===== config.mk =====
export PLATFORM = sky130hd
export DESIGN_NAME = binary_mul_6_issue_ctrl
export DESIGN_NICKNAME = d
export VERILOG_FILES = /design/src/rtl/binary_mul_pkg.sv /design/src/rtl/mul_lat_cnt.sv /design/src/rtl/binary_mul_6_issue_ctrl.sv
export SDC_FILE = /design/constraint.sdc
export NUM_CORES = 1
export LEC_CHECK = 0
export ABC_CLOCK_PERIOD_IN_PS = 1700
export CAP_MARGIN = 5
export CORE_ASPECT_RATIO = 1.2
export CORE_UTILIZATION = 41
export DETAILED_ROUTE_END_ITERATION = 8
export MAX_ROUTING_LAYER = met4
export PLACE_DENSITY = 0.83
export SKIP_CTS_REPAIR_TIMING = 1
export SYNTH_ARGS = -nofsm -noshare
export SYNTH_HDL_FRONTEND = slang
export SYNTH_SLANG_ARGS = --single-unit

===== constraint.sdc =====
create_clock -name clk -period 1.7 [get_ports clk]
set_input_delay 0.34 -clock clk [delete_from_list [all_inputs] [get_ports clk]]
set_output_delay 0.34 -clock clk [all_outputs]
set_load 0.05 [all_outputs]

===== src/rtl/binary_mul_pkg.sv =====
// Shared definitions for the 6x6 multiplier issue/capture controller.
//   WIDTH        operand width (product is 2*WIDTH)
//   MUL_LATENCY  clock edges from stable operands to a fully settled product
//   state_e      controller state encoding
//   cnt_width()  latency counter width for a given latency
package binary_mul_pkg;

  localparam int WIDTH       = 6;
  localparam int MUL_LATENCY = 7;

  typedef enum logic [1:0] {
    IDLE = 2'd0,
    RUN  = 2'd1,
    DONE = 2'd2
  } state_e;

  function automatic int cnt_width(input int latency);
    return $clog2(latency + 1);
  endfunction

endpackage


===== src/rtl/mul_lat_cnt.sv =====
// Loadable latency down-counter.
//   clk_i       clock
//   rst_n_i     asynchronous active-low reset (count clears to 0)
//   load_i      load load_val_i (has priority over dec_i)
//   load_val_i  value to load
//   dec_i       decrement by one; saturates at zero
//   zero_o      count is zero
module mul_lat_cnt #(
  parameter int CW = 3
) (
  input  logic          clk_i,
  input  logic          rst_n_i,
  input  logic          load_i,
  input  logic [CW-1:0] load_val_i,
  input  logic          dec_i,
  output logic          zero_o
);

  logic [CW-1:0] cnt_q;
  logic [CW-1:0] cnt_d;

  always_comb begin
    cnt_d = cnt_q;
    if (load_i) begin
      cnt_d = load_val_i;
    end else if (dec_i && (cnt_q != '0)) begin
      cnt_d = cnt_q - 1'b1;
    end
  end

  always_ff @(posedge clk_i or negedge rst_n_i) begin
    if (!rst_n_i) begin
      cnt_q <= '0;
    end else begin
      cnt_q <= cnt_d;
    end
  end

  assign zero_o = (cnt_q == '0);

endmodule


===== src/rtl/binary_mul_6_issue_ctrl.sv =====
// Operand-issue / result-capture controller for the row-pipelined 6x6
// unsigned array multiplier. Accepts one operand pair, holds it on mul_a/mul_b
// for the multiplier's full settling time, then captures the product and
// offers it on a valid/ready output. One transaction in flight at a time.
//
// Ports:
//   clk, rst_n                 clock, async active-low reset
//   in_valid/in_ready          operand handshake; in_a, in_b operands
//   mul_a, mul_b, mul_en       operands and enable to the multiplier
//   mul_p                      product from the multiplier
//   out_valid/out_ready        result handshake; out_p registered product
//   chk_err                    only with BINARY_MUL_SELF_CHECK_EN: sticky flag,
//                              set when the captured product differs from the
//                              behavioural a*b
//
// States:
//   IDLE | waiting for an operand pair, in_ready=1
//   RUN  | operands held, waiting for the product to settle, mul_en=1
//   DONE | result held on out_p until out_ready
module binary_mul_6_issue_ctrl
  import binary_mul_pkg::*;
#(
  parameter int WIDTH       = binary_mul_pkg::WIDTH,
  parameter int MUL_LATENCY = binary_mul_pkg::MUL_LATENCY
) (
  input  logic               clk,
  input  logic               rst_n,
  input  logic               in_valid,
  output logic               in_ready,
  input  logic [WIDTH-1:0]   in_a,
  input  logic [WIDTH-1:0]   in_b,
  output logic [WIDTH-1:0]   mul_a,
  output logic [WIDTH-1:0]   mul_b,
  output logic               mul_en,
  input  logic [2*WIDTH-1:0] mul_p,
  output logic               out_valid,
  input  logic               out_ready,
  output logic [2*WIDTH-1:0] out_p
`ifdef BINARY_MUL_SELF_CHECK_EN
  ,
  output logic               chk_err
`endif
);

  localparam int CW = cnt_width(MUL_LATENCY);

  state_e             state_q, state_d;
  logic [WIDTH-1:0]   a_q, b_q;
  logic [2*WIDTH-1:0] out_p_q;
  logic               out_valid_q;
  logic               cnt_zero;
  logic               accept;
  logic               capture;

  assign accept  = (state_q == IDLE) && in_valid;
  // The counter reaches zero one edge before capture, so every pipeline
  // row has been recomputed from the held operands when mul_p is sampled.
  assign capture = (state_q == RUN) && cnt_zero;

  mul_lat_cnt #(.CW(CW)) u_lat_cnt (
    .clk_i      (clk),
    .rst_n_i    (rst_n),
    .load_i     (accept),
    .load_val_i (CW'(MUL_LATENCY)),
    .dec_i      (state_q == RUN),
    .zero_o     (cnt_zero)
  );

  always_comb begin
    state_d  = state_q;
    in_ready = 1'b0;
    mul_en   = 1'b0;
    unique case (state_q)
      IDLE: begin
        in_ready = 1'b1;
        if (in_valid) state_d = RUN;
      end
      RUN: begin
        mul_en = 1'b1;
        if (cnt_zero) state_d = DONE;
      end
      DONE: begin
        if (out_ready) state_d = IDLE;
      end
      default: state_d = IDLE;
    endcase
  end

  always_ff @(posedge clk or negedge rst_n) begin
    if (!rst_n) begin
      state_q     <= IDLE;
      a_q         <= '0;
      b_q         <= '0;
      out_p_q     <= '0;
      out_valid_q <= 1'b0;
    end else begin
      state_q <= state_d;
      if (accept) begin
        a_q <= in_a;
        b_q <= in_b;
      end
      if (capture) begin
        out_p_q     <= mul_p;
        out_valid_q <= 1'b1;
      end else if ((state_q == DONE) && out_ready) begin
        out_valid_q <= 1'b0;
      end
    end
  end

  assign mul_a     = a_q;
  assign mul_b     = b_q;
  assign out_p     = out_p_q;
  assign out_valid = out_valid_q;

`ifdef BINARY_MUL_SELF_CHECK_EN
  logic               chk_err_q;
  logic [2*WIDTH-1:0] ref_p;

  assign ref_p = {{WIDTH{1'b0}}, a_q} * {{WIDTH{1'b0}}, b_q};

  always_ff @(posedge clk or negedge rst_n) begin
    if (!rst_n) begin
      chk_err_q <= 1'b0;
    end else if (capture && (mul_p != ref_p)) begin
      chk_err_q <= 1'b1;
    end
  end

  assign chk_err = chk_err_q;
`endif

endmodule


==> run metrics <==
DP Wirelength=1.76 mm; Seq cells post-synth=30; proportion of synthesized area in mux cells=24.3%; final setup margin=0.102 ns; minimum clock period=1.60 ns; Main synth FF type=dfrtp_1; routability cong.=0.707; first-pass GRT wire length=3.85 mm; aggregate global-route resource usage=16.6%; crit path max fanout=13; worst-skew pair later-pin latency=0.33 ns; largest family of logic cells by synthesized area=multiplexers; dpl ws=0.111 ns; worst path required time=1.93 ns; Syn Inst Count=82; Yosys warnings=0; XOR/XNOR Fraction of Synth Area=0%; DR pass1 iterations=3; row count=21; GR peak layer=met2; FMAX=0.626 GHz; Synth cell types=22; starting density of the core=44.3%; CP Data Arrival Time=1.83 ns; Antenna diodes=0; Slew @ Worst Pin=0.360 ns; io pins=55; crit-path cells=inv_1, ha_1, and2b_4, and2_4, mux2_2; cell area after synthesis=1270 um^2; Area growth syn-to-layout=47.6%; top cells by count, synth=dfrtp_1 (30), mux2_2 (14), mux2_4 (10); final setup fails=0; RSZ-0062 raised after global routing=no; Synth area leader=dfrtp_1; CTS tree=done; Pins Over Slew Limit=0; vias in the first global route=886; Layout Skew=0.0138 ns; Worst slew margin=76.0%; critical path launch point type=register; share of post-route cells with drive strength above 1=47.6%; Post-route DRC=0; r2r setup slk=0.10 ns; Final #Nets=172; Num CTS Buffers=5; FF-to-FF path depth=5; most frequent cell after synthesis=dfrtp_1; Crit Reg-Reg Startpoint=u_lat_cnt.cnt_q[0]; max cap viols=0; met2 usage=26.1%; violation count after the first detailed-routing iteration=7; Detail Route Antenna Nets=0; CTS clock-pin slew for the worst setup and hold paths=0.11 ns; Final Hold Vio Count=0; Vias=863; DR vias/cell=4.88; Routed WL=2.34 mm; Syn Area/Cell=15.5 um^2; CP max-delay cell=dfrtp_1; Fin Setup TNS=0 ns; Compound-Gate Fraction of Synth Area=4.44%; Critical Path End Type=register; top cells by area, synth=dfrtp_1 (59%), mux2_2 (12%), mux2_4 (12%); Non-Filler Instances=177; Filler Cell Count=222; Die Y=62.9 um; status=finished, final reports clean; Root Buffer=clkbuf_4; largest net degree at the start of global routing=31; share of the synthesized area in the top cell type=59.2%; Synth Area in Adders=1.97%; Tcrit/Tclk final=94.0%; die footprint=3320 um^2; simple-gate area share of the yosys netlist=6.31%; WL/cell=13.2 um; Buf+Inv Stages, Crit Path=1; port bufs=54; met3 usage=4.38%; Die W=52.8 um; Clock Tree Buf Depth=2; Crit path max-delay family=simple AND/OR/NAND/NOR gates; clock sink count=30; kind of critical path=reg -> reg; Post-synth EDFFs=0; Post-synth ARST share=100%; core footprint=2860 um^2; placed cell count=169; Syn Nets=112; critical path's largest stage delay=0.41 ns; met1 Resource Use GR=19.1%; total global routing overflow=0; H-tree depth=2; initial antenna violation count=0; RR Endpoint=out_p[0]; HP Class=in -> async; sequential element share of the synthesized area=59.2%
==> metrics by stage <==
| step | utilization [%] | hold WS (ns) | cell area (um^2) |
|---|---|---|---|
| 2_1_floorplan | - | 0.0444 | 1270 |
| 3_3_place_gp | 62.5 | 0.492 | 1790 |
| 3_5_place_dp | 62.5 | 0.495 | 1790 |
| 4_1_cts | 65.4 | 0.392 | 1870 |
| 5_1_grt | 65.4 | 0.426 | 1870 |
| 6_report | 65.4 | 0.377 | 1870 |
==> per-layer routing <==
| metal | vias up | wire (um) |
|---|---|---|
| li1 | 410 | - |
| met1 | 415 | 999 |
| met2 | 33 | 1150 |
| met3 | 5 | 148 |
| met4 | 0 | 42 |
| met5 | - | 0 |
==> final cells by class <==
type | instances | area (um^2) | share of cell area [%]
flip-flops and latches | 30 | 751 | 40.1
repair buffers | 55 | 505 | 27.0
multi-input cells | 46 | 474 | 25.3
clock inverters | 3 | 45.0 | 2.40
well taps | 34 | 42.5 | 2.27
clock buffers | 5 | 37.5 | 2.00
inverters | 4 | 17.5 | 0.935
==> state kept, by name (all words and copies together), names as in the netlist <==
name             flops
state_q              2
out_p               12
mul_a                6
out_valid            1
mul_b                6
u_lat_cnt.cnt_q      3
==> cell families (layout without fill, tap and decap cells) <==
kind of cell / Yosys count / in the layout
compound gates: 9 / 9
fa+ha+maj: 2 / 2
buf+inv: 6 / 67
flops: 30 / 30
mux: 24 / 24
simple gates: 11 / 11
==> worst max-delay path by stage <==
| stage | endpoint | depth (start not counted) | from | slack (ns) |
|---|---|---|---|---|
| after floorplan | mul_a[0] | 4 | state_q[0] | 0.14 |
| after global placement | mul_a[1] | 3 | in_valid | 0.15 |
| after detailed placement | out_p[0] | 5 | u_lat_cnt.cnt_q[0] | 0.11 |
| after CTS | out_p[0] | 5 | u_lat_cnt.cnt_q[0] | 0.1 |
| after global routing | out_p[2] | 5 | u_lat_cnt.cnt_q[0] | 0.02 |
| final | out_p[0] | 5 | u_lat_cnt.cnt_q[0] | 0.10 |
==> placed cells by master (no fill, tap or decap), types with 3 or more instances in the layout <==
cell type / netlist / final
o21ai_0: 5 / 5
dfrtp_1: 30 / 30
mux2_4: 10 / 10
buf_4: 0 / 26
mux2_2: 14 / 14
clkbuf_4: 0 / 5
inv_1: 3 / 3
clkdlybuf4s50_1: 0 / 27
Power is not shown: default switching activity piles up to over one toggle a cycle in this logic, so the estimate is an artifact.
